### config.mk
export PLATFORM = sky130hd
export DESIGN_NAME = uart_reg_file_flat
export DESIGN_NICKNAME = d
export VERILOG_FILES = /design/src/rtl/uart_reg_file_if.sv /design/src/rtl/uart_reg_file.sv /design/src/flat_wrapper.sv
export SDC_FILE = /design/constraint.sdc
export NUM_CORES = 1
export LEC_CHECK = 0
export ABC_CLOCK_PERIOD_IN_PS = 4800
export CAP_MARGIN = 10
export CORE_MARGIN = 1
export CORE_UTILIZATION = 44
export CTS_CLUSTER_DIAMETER = 50
export DETAILED_ROUTE_END_ITERATION = 16
export PLACE_DENSITY_LB_ADDON = 0.1
export SETUP_SLACK_MARGIN = 0.4
export SLEW_MARGIN = 0
export SYNTH_ARGS = -nofsm -noshare
export SYNTH_HDL_FRONTEND = slang
export SYNTH_SLANG_ARGS = --single-unit
### constraint.sdc
create_clock -name clk -period 4.8 [get_ports clk]
set_input_delay 1.44 -clock clk [delete_from_list [all_inputs] [get_ports clk]]
set_output_delay 1.44 -clock clk [all_outputs]
set_load 0.005 [all_outputs]
### src/rtl/uart_reg_file_if.sv
// rtl/uart_reg_file_if.sv - Qualified APB transfer fields and access-done handshake for the UART register file
interface uart_reg_file_if;
    logic        psel_i;
    logic        penable_i;
    logic        pwrite_i;
    logic [11:0] paddr_i;
    logic [3:0]  pstrb_i;
    logic [31:0] pwdata_i;
    logic        write_en_o;
    logic        read_en_o;
    logic [31:0] prdata_o;

    modport master (
        output psel_i, penable_i, pwrite_i, paddr_i, pstrb_i, pwdata_i,
        input  write_en_o, read_en_o, prdata_o
    );

    modport slave (
        input  psel_i, penable_i, pwrite_i, paddr_i, pstrb_i, pwdata_i,
        output write_en_o, read_en_o, prdata_o
    );
endinterface

### src/rtl/uart_reg_file.sv
// rtl/uart_reg_file.sv - UART register file behind the APB slave; optional CTRL[1] loopback via UART_REGS_LOOPBACK_EN
module uart_reg_file #(
    parameter logic [7:0]  CFG_RST  = 8'h03,
    parameter logic [11:0] ADDR_MAX = 12'h010
) (
    input  logic             clk,
    input  logic             reset_n,
    uart_reg_file_if.slave   bus,
    output logic [7:0]       tx_data_o,
    output logic [1:0]       data_bits_o,
    output logic             stop_bits_o,
    output logic             parity_en_o,
    output logic             parity_type_o,
    output logic             start_tx_o,
    output logic             loopback_o,
    output logic             parity_error_o,
    input  logic             tx_busy_i,
    input  logic [7:0]       rx_data_i,
    input  logic             rx_done_i,
    input  logic             parity_err_i
);

    localparam logic [11:0] A_TX   = 12'h000;
    localparam logic [11:0] A_RX   = 12'h004;
    localparam logic [11:0] A_CFG  = 12'h008;
    localparam logic [11:0] A_CTRL = 12'h00C;
    localparam logic [11:0] A_STT  = 12'h010;

    typedef enum logic [1:0] {IDLE, ACK, WAIT} state_t;

    state_t      state;
    logic [7:0]  tx_data;
    logic [4:0]  cfg;
    logic [7:0]  rx_data;
    logic        rx_valid;
    logic        rx_overrun;
    logic        parity_error;
    logic        write_en;
    logic        read_en;
    logic        start_tx;
    logic [31:0] prdata;
    logic [11:0] ack_addr;
    logic        ack_read;
    logic        loopback_r;

    logic        addr_ok;
    logic        wr_ok;
    logic        rd_ok;
    logic        access;
    logic        rd_clr_rx;
    logic        rd_clr_stt;
    logic [31:0] rd_mux;
    logic        unused_bits;

    assign addr_ok = (bus.paddr_i <= ADDR_MAX) && (bus.paddr_i[1:0] == 2'b00);
    assign wr_ok   = bus.pwrite_i && addr_ok &&
                     (bus.paddr_i == A_TX || bus.paddr_i == A_CFG || bus.paddr_i == A_CTRL);
    assign rd_ok   = !bus.pwrite_i && addr_ok;
    assign access  = (state == IDLE) && bus.psel_i && bus.penable_i && (wr_ok || rd_ok);

    // Read side effects land on the ACK exit edge so status stays stable through the access
    assign rd_clr_rx  = (state == ACK) && ack_read && (ack_addr == A_RX);
    assign rd_clr_stt = (state == ACK) && ack_read && (ack_addr == A_STT);

    assign unused_bits = ^{bus.pwdata_i[31:8], bus.pstrb_i[3:1]};

    always_comb begin
        rd_mux = '0;
        case (bus.paddr_i)
            A_TX:    rd_mux[7:0] = tx_data;
            A_RX:    rd_mux[7:0] = rx_data;
            A_CFG:   rd_mux[4:0] = cfg;
            A_CTRL:  rd_mux[1]   = loopback_r;
            A_STT:   rd_mux[3:0] = {parity_error, rx_overrun, rx_valid, tx_busy_i};
            default: rd_mux = '0;
        endcase
    end

    always_ff @(posedge clk or negedge reset_n) begin
        if (!reset_n) begin
            state        <= IDLE;
            tx_data      <= '0;
            cfg          <= CFG_RST[4:0];
            rx_data      <= '0;
            rx_valid     <= 1'b0;
            rx_overrun   <= 1'b0;
            parity_error <= 1'b0;
            write_en     <= 1'b0;
            read_en      <= 1'b0;
            start_tx     <= 1'b0;
            prdata       <= '0;
            ack_addr     <= '0;
            ack_read     <= 1'b0;
`ifdef UART_REGS_LOOPBACK_EN
            loopback_r   <= 1'b0;
`endif
        end else begin
            case (state)
                IDLE: begin
                    if (access) begin
                        state    <= ACK;
                        ack_addr <= bus.paddr_i;
                        ack_read <= !bus.pwrite_i;
                        if (bus.pwrite_i) begin
                            write_en <= 1'b1;
                            if (bus.pstrb_i[0]) begin
                                case (bus.paddr_i)
                                    A_TX:  tx_data <= bus.pwdata_i[7:0];
                                    A_CFG: cfg     <= bus.pwdata_i[4:0];
                                    A_CTRL: begin
`ifdef UART_REGS_LOOPBACK_EN
                                        loopback_r <= bus.pwdata_i[1];
`endif
                                        start_tx <= bus.pwdata_i[0] && !tx_busy_i;
                                    end
                                    default: ;
                                endcase
                            end
                        end else begin
                            read_en <= 1'b1;
                            prdata  <= rd_mux;
                        end
                    end
                end
                ACK: begin
                    write_en <= 1'b0;
                    read_en  <= 1'b0;
                    start_tx <= 1'b0;
                    ack_read <= 1'b0;
                    state    <= bus.penable_i ? WAIT : IDLE;
                end
                WAIT: begin
                    if (!bus.penable_i)
                        state <= IDLE;
                end
                default: state <= IDLE;
            endcase

            // Incoming events always win over a read-clear in the same cycle
            if (rx_done_i) begin
                rx_data  <= rx_data_i;
                rx_valid <= 1'b1;
            end else if (rd_clr_rx) begin
                rx_valid <= 1'b0;
            end

            if (rx_done_i && rx_valid && !rd_clr_rx)
                rx_overrun <= 1'b1;
            else if (rd_clr_stt)
                rx_overrun <= 1'b0;

            if (parity_err_i)
                parity_error <= 1'b1;
            else if (rd_clr_stt)
                parity_error <= 1'b0;
        end
    end

`ifndef UART_REGS_LOOPBACK_EN
    assign loopback_r = 1'b0;
`endif

    assign bus.write_en_o = write_en;
    assign bus.read_en_o  = read_en;
    assign bus.prdata_o   = prdata;
    assign tx_data_o      = tx_data;
    assign data_bits_o    = cfg[1:0];
    assign stop_bits_o    = cfg[2];
    assign parity_en_o    = cfg[3];
    assign parity_type_o  = cfg[4];
    assign start_tx_o     = start_tx;
    assign loopback_o     = loopback_r;
    assign parity_error_o = parity_error;

endmodule

### src/flat_wrapper.sv
// flat-port wrapper written by rule: the top's interface ports become plain ports
module uart_reg_file_flat 
#(
    parameter logic [7:0]  CFG_RST  = 8'h03,
    parameter logic [11:0] ADDR_MAX = 12'h010
)
  (clk, reset_n, tx_data_o, data_bits_o, stop_bits_o, parity_en_o, parity_type_o, start_tx_o, loopback_o, parity_error_o, tx_busy_i, rx_data_i, rx_done_i, parity_err_i, bus_psel_i, bus_penable_i, bus_pwrite_i, bus_paddr_i, bus_pstrb_i, bus_pwdata_i, bus_write_en_o, bus_read_en_o, bus_prdata_o);
  uart_reg_file_if bus_i ();
  input  logic clk;
  input  logic reset_n;
  output logic [7:0] tx_data_o;
  output logic [1:0] data_bits_o;
  output logic stop_bits_o;
  output logic parity_en_o;
  output logic parity_type_o;
  output logic start_tx_o;
  output logic loopback_o;
  output logic parity_error_o;
  input  logic tx_busy_i;
  input  logic [7:0] rx_data_i;
  input  logic rx_done_i;
  input  logic parity_err_i;
  input wire logic [$bits(bus_i.psel_i)-1:0] bus_psel_i;
  input wire logic [$bits(bus_i.penable_i)-1:0] bus_penable_i;
  input wire logic [$bits(bus_i.pwrite_i)-1:0] bus_pwrite_i;
  input wire logic [$bits(bus_i.paddr_i)-1:0] bus_paddr_i;
  input wire logic [$bits(bus_i.pstrb_i)-1:0] bus_pstrb_i;
  input wire logic [$bits(bus_i.pwdata_i)-1:0] bus_pwdata_i;
  output wire logic [$bits(bus_i.write_en_o)-1:0] bus_write_en_o;
  output wire logic [$bits(bus_i.read_en_o)-1:0] bus_read_en_o;
  output wire logic [$bits(bus_i.prdata_o)-1:0] bus_prdata_o;
  assign bus_i.psel_i = bus_psel_i;
  assign bus_i.penable_i = bus_penable_i;
  assign bus_i.pwrite_i = bus_pwrite_i;
  assign bus_i.paddr_i = bus_paddr_i;
  assign bus_i.pstrb_i = bus_pstrb_i;
  assign bus_i.pwdata_i = bus_pwdata_i;
  assign bus_write_en_o = bus_i.write_en_o;
  assign bus_read_en_o = bus_i.read_en_o;
  assign bus_prdata_o = bus_i.prdata_o;
  uart_reg_file #(.CFG_RST(CFG_RST), .ADDR_MAX(ADDR_MAX)) u_core (.clk(clk), .reset_n(reset_n), .bus(bus_i), .tx_data_o(tx_data_o), .data_bits_o(data_bits_o), .stop_bits_o(stop_bits_o), .parity_en_o(parity_en_o), .parity_type_o(parity_type_o), .start_tx_o(start_tx_o), .loopback_o(loopback_o), .parity_error_o(parity_error_o), .tx_busy_i(tx_busy_i), .rx_data_i(rx_data_i), .rx_done_i(rx_done_i), .parity_err_i(parity_err_i));
endmodule
* After elaboration in Yosys (flattened, before gate mapping)
Index checks and enable logic that the tools add are counted.
** Storage, ports and cells
- Word-level logic and storage cells :: 91
- Output and inout bits :: 50
- Input bits :: 64
- Register bits after elaboration :: 50
** Cells by class
- Bitwise operators :: 1
- Order comparisons :: 1
- Muxes and demuxes :: 27
- Equality and inequality tests :: 14
- Reduce and logical (&&, ||, !) cells :: 35
** Operators by type and width (number)
- 12-bit by 3-bit == test with 1-bit output, second input constant :: 2
- 12-bit by 4-bit == test with 1-bit output, second input constant :: 2
- 12-bit by 5-bit == test with 1-bit output, second input constant :: 2
- 5-bit AND reduction :: 3
- 1-bit two-way mux :: 14
- 1-bit logical AND :: 13
- 12-bit by 5-bit less-or-equal comparator with 1-bit output, second input constant :: 1
- 12-bit logical NOT :: 1
- 3-bit AND reduction :: 3
- 2-bit != test, second input constant :: 4
- 1-bit case mux with 2 select lines :: 4
- 1-bit case mux with 4 select lines :: 2
- 2-bit case mux with 4 select lines :: 1
- 2-bit nonzero test :: 4
- 2-bit two-way mux :: 3
- 2-bit case mux with 3 select lines :: 1
- 3-bit case mux with 2 select lines :: 1
- 2-bit AND reduction :: 3
- 2-bit logical NOT :: 2
- 2-bit by 1-bit != test with 1-bit output, second input constant :: 2
- 1-bit logical NOT :: 3
- 1-bit logical OR :: 3
- 1-bit case mux with 3 select lines :: 1
- 2-bit by 1-bit == test with 1-bit output, second input constant :: 1
- other kinds (2) :: 2

* Logic depth before layout (Yosys ltp)
Gate-level depths: netlist of the first run.
- Word-level depth :: 8
- Depth in mapped cells :: 6
- Depth with buffers taken out :: 4

* Worst setup path before layout of the first run
OpenSTA, ideal clock, no wires.
- Path kind :: input to register
- From :: in bus_paddr_i[9]
- To :: reg u_core.tx_data[0] (netlist: u_core.tx_data_o[0])
- Stages :: 6
- Path buffers :: 2
- Data arrival time :: 3.491 ns
- Data required time :: 4.675 ns
- Path slack :: 1.183 ns
- Cell sequence :: or4_4 > or4b_1 > buf_6 > or4_4 > buf_6 > mux2_4
** Between the ends
- Longest elaborated chain between the ends :: 7
- Elaborated cells between the ends (all ways) :: 13
** Ends and longest elaborated chain
- from (decl) :: line flat_wrapper.sv:26 : input wire logic [$bits(bus_i.paddr_i)-1:0] bus_paddr_i;
- 12-bit by 5-bit less-or-equal comparator with 1-bit output (tied with other cells) :: line uart_reg_file.sv:55 : assign addr_ok = (bus.paddr_i <= ADDR_MAX) && (bus.paddr_i[1:0] == 2'b00);
- 1-bit logical AND / 1-bit logical OR (equally long branches) :: line uart_reg_file.sv:55, uart_reg_file.sv:57
- 1-bit logical AND / 1-bit logical OR (equally long branches) :: line uart_reg_file.sv:56, uart_reg_file.sv:57
- 1-bit logical AND :: line uart_reg_file.sv:56 : assign wr_ok = bus.pwrite_i && addr_ok &&
- 1-bit logical OR :: line uart_reg_file.sv:59 : assign access = (state == IDLE) && bus.psel_i && bus.penable_i && (wr_ok || rd_ok);
- 1-bit logical AND :: line uart_reg_file.sv:59
- 5-bit AND reduction (no source line) *
- to (signal assigned) :: line uart_reg_file.sv:108 : A_TX: tx_data <= bus.pwdata_i[7:0];
- to (decl) :: line uart_reg_file.sv:32 : logic [7:0] tx_data;
Mark *: on every way between the ends. The rest lies on a longest branch, timed or not.
A chain may end at the register's enable or synchronous reset.

* Final worst setup path of the first run
- From :: in bus_paddr_i[9]
- To :: reg u_core.prdata[3] (netlist: u_core.bus.prdata_o[3])
** Between the ends
- Longest elaborated chain between the ends :: 7
- Elaborated cells between the ends (all ways) :: 16
** Ends and longest elaborated chain
- 12-bit by 5-bit less-or-equal comparator with 1-bit output (tied with other cells) :: line uart_reg_file.sv:55
- 1-bit logical AND / 1-bit logical OR (equally long branches) :: line uart_reg_file.sv:55, uart_reg_file.sv:57
- 1-bit logical AND / 1-bit logical OR (equally long branches) :: line uart_reg_file.sv:56, uart_reg_file.sv:57
- 1-bit logical AND :: line uart_reg_file.sv:56
- 1-bit logical OR :: line uart_reg_file.sv:59
- 1-bit logical AND :: line uart_reg_file.sv:59
- 3-bit AND reduction (no source line)
- to (signal assigned) :: line uart_reg_file.sv:121 : prdata <= rd_mux;
- to (decl) :: line uart_reg_file.sv:41 : logic [31:0] prdata;
Several ways; a longest one is shown, not always the timed one.

==> results of run 1 <==
## worst max-delay path by stage
stage                        start                     end
floorplan           bus_paddr_i[9]     u_core.tx_data_o[0]
global placement    bus_paddr_i[9]  u_core.bus.prdata_o[2]
detailed placement  bus_paddr_i[9]  u_core.bus.prdata_o[3]
CTS                 bus_paddr_i[9]  u_core.bus.prdata_o[3]
global route        bus_paddr_i[9]  u_core.bus.prdata_o[2]
finish              bus_paddr_i[9]  u_core.bus.prdata_o[3]
## final cells by class
| cell class | count | area (um^2) | share of cell area |
|---|---|---|---|
| sequential | 50 | 1250 | 0.396 |
| inverter | 3 | 11.3 | 0.00356 |
| timing repair buffer | 63 | 621 | 0.196 |
| clock inverter | 3 | 68.8 | 0.0217 |
| clock buffer | 5 | 68.8 | 0.0217 |
| multi-input combinational | 132 | 1060 | 0.333 |
| tap | 70 | 87.6 | 0.0277 |
## power by group through the flow
stage,Sequential [mW],Clock [mW],Combinational [mW]
global placement,0.441,0,0.0717
finish,0.433,0.356,0.0721
detailed placement,0.441,0,0.0725
floorplan,0.439,0,0.0413
global route,0.434,0.378,0.0796
CTS,0.433,0.362,0.0726
## through the flow
step / hold slack (ps) / util / cells
final: 494 / 0.605 / 326
after global routing: 512 / 0.605 / 326
after CTS: 500 / 0.605 / 326
after detailed placement: 472 / 0.578 / 318
after global placement: 470 / 0.578 / 318
after floorplan: 454 / - / 216
## cells by family after synthesis
family / count (synthesis)
flip-flops: 50
other: 1
AND/OR/NAND/NOR: 47
AO/OA/AOI/OAI: 20
multiplexers: 40
buffers and inverters: 34
## flip-flops by register name, indices dropped and copies added (netlist names)
| signal | cells |
|---|---|
| u_core.bus.read_en_o | 1 |
| u_core.tx_data_o | 8 |
| u_core.rx_overrun | 1 |
| u_core.start_tx_o | 1 |
| u_core.bus.prdata_o | 8 |
| u_core.bus.write_en_o | 1 |
| u_core.ack_read | 1 |
| u_core.state | 2 |
| u_core.rx_data | 8 |
| u_core.cfg | 5 |
| u_core.rx_valid | 1 |
| u_core.ack_addr | 12 |
| u_core.parity_error_o | 1 |
## critical path: stages
cell	delay (ps)
clkdlybuf4s50_1	400
or4_4	560
or4b_1	710
nor3_4	550
mux2_2	400
## metal layers
layer | vias up | GRT usage | wire, um
li1 | 767 | - | -
met1 | 807 | 0.259 | 2460
met2 | 48 | 0.268 | 2170
met3 | 9 | 0.0405 | 193
met4 | 0 | 0.0750 | 82
met5 | - | 0 | 0
## layout by cell type, fill, tap and decap left out, drive strengths merged, types with 2 or more instances in the layout
cell | synthesis | layout
nand2 | 6 | 6
dfstp | 2 | 2
conb | 1 | 25
mux2i | 8 | 8
and2 | 10 | 10
or2 | 2 | 2
bufinv | 0 | 2
a22o | 5 | 5
nor4 | 4 | 4
a21o | 2 | 2
or4b | 2 | 2
clkbuf | 2 | 5
or4 | 3 | 3
inv | 3 | 3
or3 | 3 | 3
o21ai | 2 | 2
or3b | 2 | 2
nor3 | 6 | 6
nand4b | 2 | 2
mux2 | 32 | 32
clkdlybuf4s50 | 0 | 60
dfrtp | 48 | 48
o2bb2ai | 4 | 4
buf | 29 | 3
==> results by group, run 1 <==
Outcome
  • Outcome: finished clean

GRT
  • Global-route wire length before repair: 8.27 mm
  • Total Routing Usage GR: 0.182
  • Initial antenna violation count: 0
  • Overflow after GRT: 0
  • Pin count of the biggest net entering global routing: 51
  • Vias in the first global route: 1612

Setup path
  • Critical path class: input port to register
  • Worst r2r path cells: 4
  • Type of origin of the critical path: input port
  • Worst setup EP type: register
  • CP arrival: 4070 ps
  • Worst Path Max Fanout: 10
  • Reg2Reg Launch Point: u_core.state[1]
  • WP data required: 5000 ps
  • R2R Path End: u_core.bus.prdata_o[3]
  • Setup slack, reg-to-reg: 2580 ps

Logic synthesis
  • Yosys warning count: 0
  • Compound-Gate Fraction of Synth Area: 0.0647
  • Simple-Gate Fraction of Synth Area: 0.136
  • Post-Syn Instances: 192
  • Top cell type's share of synthesized area: 0.489
  • Synth top cells by count: dfrtp_1 (48), buf_4 (25), mux2_2 (24), and2_1 (10)
  • Post-synth top flop: dfrtp_1
  • Count of different cell masters after synthesis: 45
  • Syn avg cell area: 12.8 um^2
  • Synth Area in XOR/XNOR: 0
  • Largest family of logic cells by synthesized area: multiplexers
  • Synth area leaders: dfrtp_1 (49%), mux2_2 (11%), buf_4 (7.6%), mux2_4 (4.9%), mux2i_1 (3.3%)
  • Post-synth top area cell: dfrtp_1
  • Multiplexer share of the synthesized area: 0.192
  • Adder-Cell Fraction of Synth Area: 0
  • EDFF count, synth: 0
  • Sequential fraction of the synthesis area: 0.510
  • Most numerous cell in the Yosys netlist: dfrtp_1
  • Synth Register Bits: 50
  • Ys async rst share: 1.00
  • Cell Area, Synth: 2460 um^2

Clock tree
  • Total CTS buffers: 5
  • Clk_lat worst skew: 310 ps
  • Clk buf depth: 2
  • CTS H-tree depth: 2
  • CTS tree: yes
  • Post-CTS Setup Bufs: 0
  • Root Buffer: clkbuf_8
  • Clock sink total: 50
  • Worst-path clk slew: 90 ps
  • Resized cells post-CTS: 0
  • CTS hold repair buffers: 0

Placed design
  • Placed Area: 3030 um^2
  • Port buffer count: 61
  • Dpl ws: 608 ps
  • RD Place Congestion: 0.702
  • DP Wirelength: 3.61 mm

Drt
  • Vias post-DR: 1631
  • Remaining DRCs: 0
  • Final antenna-violating net count: 0
  • TritonRoute pass-1 iters: 3
  • Routed WL per cell: 15.1 um
  • Drt via density: 5.00
  • DR iter-0 viols: 55
  • DRT Wirelength: 4.91 mm

Pwr
  • Net switching power figure: 0.183 mW
  • VDD IR max: 192 uV
  • Logic pwr share: 0.084
  • Final total power: 0.860 mW
  • Reg power frac: 0.503
  • Sw frac: 0.213
  • P_int: 0.677 mW
  • Clock share of power: 0.413
  • Pwr/cell area: 272 nW/um^2
  • Lkg Pwr: 1.41 nW

STA
  • Worst Tran Pin Value: 1110 ps
  • Tmin final: 3870 ps
  • Min setup slack post-route: 932 ps
  • Post-route clock skew: 4.12 ps
  • RSZ-0062 raised after global routing: no
  • Max-slew violations: 0
  • Final setup vio count: 0
  • Rel. slew slack: 0.262
  • Final Hold Viols: 0
  • Period utilisation layout: 0.806
  • Setup_tns: 0 ps
  • Max Fclk: 259 MHz

Floorplanning
  • Die Height: 76.7 um
  • Row cnt: 26
  • Number of I/O pins: 114
  • DIE WIDTH: 76.7 um
  • Initial cell density of the core: 0.469
  • Die area: 5890 um^2
  • Core area: 5240 um^2

Min path
  • Hold worst-path end: u_core.ack_addr[11]
  • Worst hold path class: register to register
  • Hold Path Origin: u_core.ack_addr[11]
  • Hold Crit Depth: 1

Job
  • Max-cap violation count: 0

Final layout
  • Final Cell Area: 3170 um^2
  • Nets: 319
  • Diode count: 0
  • Fillers: 446
  • Layout cells sized above 1: 0.223
  • Area grow syn2layout: 28.9%
Note: power is estimated with default switching activity, not from simulation.
==> run 2: changes to the inputs <==
- ABC_CLOCK_PERIOD_IN_PS: 4800 -> 4000
- CORE_UTILIZATION: 44 -> 41
- clock period: 4.8 -> 4 ns (I/O delays scaled with it)
==> results by group, run 2 (synthesis gave the netlist of run 1 again) <==
STA
  • Max Fclk: 287 MHz
  • RSZ-0062 raised after global routing: no
  • Setup_tns: 0 ps (unchanged)
  • Worst hold slack: 491 ps (-3.35 ps)
  • Period utilisation layout: 0.872
  • Post-route clock skew: 2.32 ps (-1.80 ps)
  • Tmin final: 3490 ps
  • Final Hold Viols: 0 (unchanged)
  • Worst Tran Pin Value: 812 ps (-295 ps)
  • Min setup slack post-route: 513 ps (-420 ps)
  • Final setup vio count: 0 (unchanged)
  • Rel. slew slack: 0.458 (+0.197)
  • Max-slew violations: 0 (unchanged)

Final layout
  • Final Instance Count excl. Fillers: 335 (+2.8%)
  • Most common cell after layout, fill and taps aside: clkdlybuf4s50_1
  • Area grow syn2layout: 30.8%
  • Final core occ: 0.570 (-0.0351)
  • Nets: 326 (+2.2%)
  • Diode count: 0 (unchanged)
  • Most frequent cells in the layout: clkdlybuf4s50_1 (60), dfrtp_1 (48), conb_1 (25)
  • Final Cell Area: 3210 um^2 (+1.5%)
  • Max reg flops: 12 (unchanged)
  • Layout cells sized above 1: 0.247 (+0.0245)
  • Register name with the most flops: u_core.ack_addr

Drt
  • Final antenna-violating net count: 0 (unchanged)
  • TritonRoute pass-1 iters: 4 (+1)
  • Vias post-DR: 1662 (+1.9%)
  • Drt via density: 4.96 (-0.84%)
  • Routed WL per cell: 14.7 um (-2.6%)
  • DR iter-0 viols: 58 (+5.5%)
  • Remaining DRCs: 0 (unchanged)
  • DRT Wirelength: 4.91 mm (+0.10%)

Clock tree
  • CTS tree: yes
  • CTS H-tree depth: 2 (unchanged)
  • Clk_lat worst skew: 300 ps (about the same)
  • Root Buffer: clkbuf_8
  • Clk buf depth: 2 (unchanged)
  • CTS hold repair buffers: 0 (unchanged)
  • Total CTS buffers: 5 (unchanged)
  • Post-CTS Setup Bufs: 0 (unchanged)
  • Resized cells post-CTS: 0 (unchanged)
  • Worst-path clk slew: 90 ps (about the same)
  • Clock sink total: 50 (unchanged)

GRT
  • Initial antenna violation count: 0 (unchanged)
  • Vias in the first global route: 1544 (-4.2%)
  • Pin count of the biggest net entering global routing: 37 (-27%)
  • Overflow after GRT: 0 (unchanged)
  • Total Routing Usage GR: 0.171 (-0.0119)
  • Global-route wire length before repair: 8.02 mm (-2.9%)

Setup path
  • CP Cell Sequence: clkdlybuf4s50_1, or4_4, or4b_4, buf_4, or3b_4, mux2_2
  • Largest delay share family, worst path: simple AND/OR/NAND/NOR gates
  • Crit path buf inv count: 2 (+1)
  • WP data required: 4190 ps (-810 ps)
  • Critical path class: input port to register
  • Worst Path Max Fanout: 13 (+3)
  • Type of origin of the critical path: input port
  • CP arrival: 3680 ps (-390 ps)
  • Slowest stage delay, CP: 570 ps (-140 ps)
  • Crit path max-delay cell type: or4_4
  • Worst setup EP type: register

Placed design
  • RD Place Congestion: 0.715 (+1.8%)
  • Placed Area: 3100 um^2 (+2.2%)
  • Port buffer count: 61 (unchanged)
  • DP Wirelength: 3.63 mm (+0.49%)
  • Dpl ws: 134 ps (-474 ps)
  • Placed insts: 327 (+2.8%)

Pwr
  • VDD IR max: 230 uV (+20%)
  • Pwr/cell area: 300 nW/um^2 (+10%)
  • Lkg Pwr: 1.44 nW (+2.1%)
  • Final total power: 0.963 mW (+12%)

Outcome
  • Outcome: finished clean

Floorplanning
  • Row cnt: 27 (+3.8%)
  • Die area: 6300 um^2 (+7.1%)
  • Initial cell density of the core: 0.435 (-0.0336)
  • Number of I/O pins: 114 (unchanged)
  • Core area: 5640 um^2 (+7.7%)
  • Die Height: 79.4 um (+3.5%)
  • DIE WIDTH: 79.4 um (+3.5%)

Job
  • Max-cap violation count: 0 (unchanged)

Min path
  • Worst hold path class: register to register
-- run 2: power by group --
group | internal (mW) | switching, mW | total (mW)
Combinational | 0.0493 | 0.0386 | 0.0879
Clock | 0.188 | 0.169 | 0.356
Sequential | 0.514 | 0.00464 | 0.519
Total | 0.751 | 0.212 | 0.963
-- run 2: metal layers --
layer  vias to the layer above  track usage  routed length, um
li1                        780            -                  -
met1                       818        0.235               2280
met2                        60        0.267               2340
met3                         4       0.0411                247
met4                         0       0.0473                 42
met5                         -            0                  0
-- run 2: final cells by class --
| cell class | instances | area (um^2) |
|---|---|---|
| clock buffer | 5 | 68.8 |
| clock inverter | 3 | 43.8 |
| tap | 72 | 90.1 |
| timing repair buffer | 70 | 686 |
| sequential | 50 | 1250 |
| inverter | 3 | 11.3 |
| fill | 505 | 2430 |
| multi-input combinational | 132 | 1060 |
-- run 2: worst paths after layout --
check / from / to / slack, ps / depth (start not counted)
min reg2reg: u_core.ack_addr[7] / u_core.ack_addr[7] / 490 / 1
max reg2reg: u_core.state[1] / u_core.ack_addr[3] / 1920 / 5
max in group asynchronous: reset_n / u_core.cfg[1] / 2240 / 2
min: u_core.ack_addr[7] / u_core.ack_addr[7] / 490 / 1
max: bus_paddr_i[9] / u_core.ack_addr[3] / 510 / 6
min in group asynchronous: reset_n / u_core.bus.read_en_o / 980 / 1
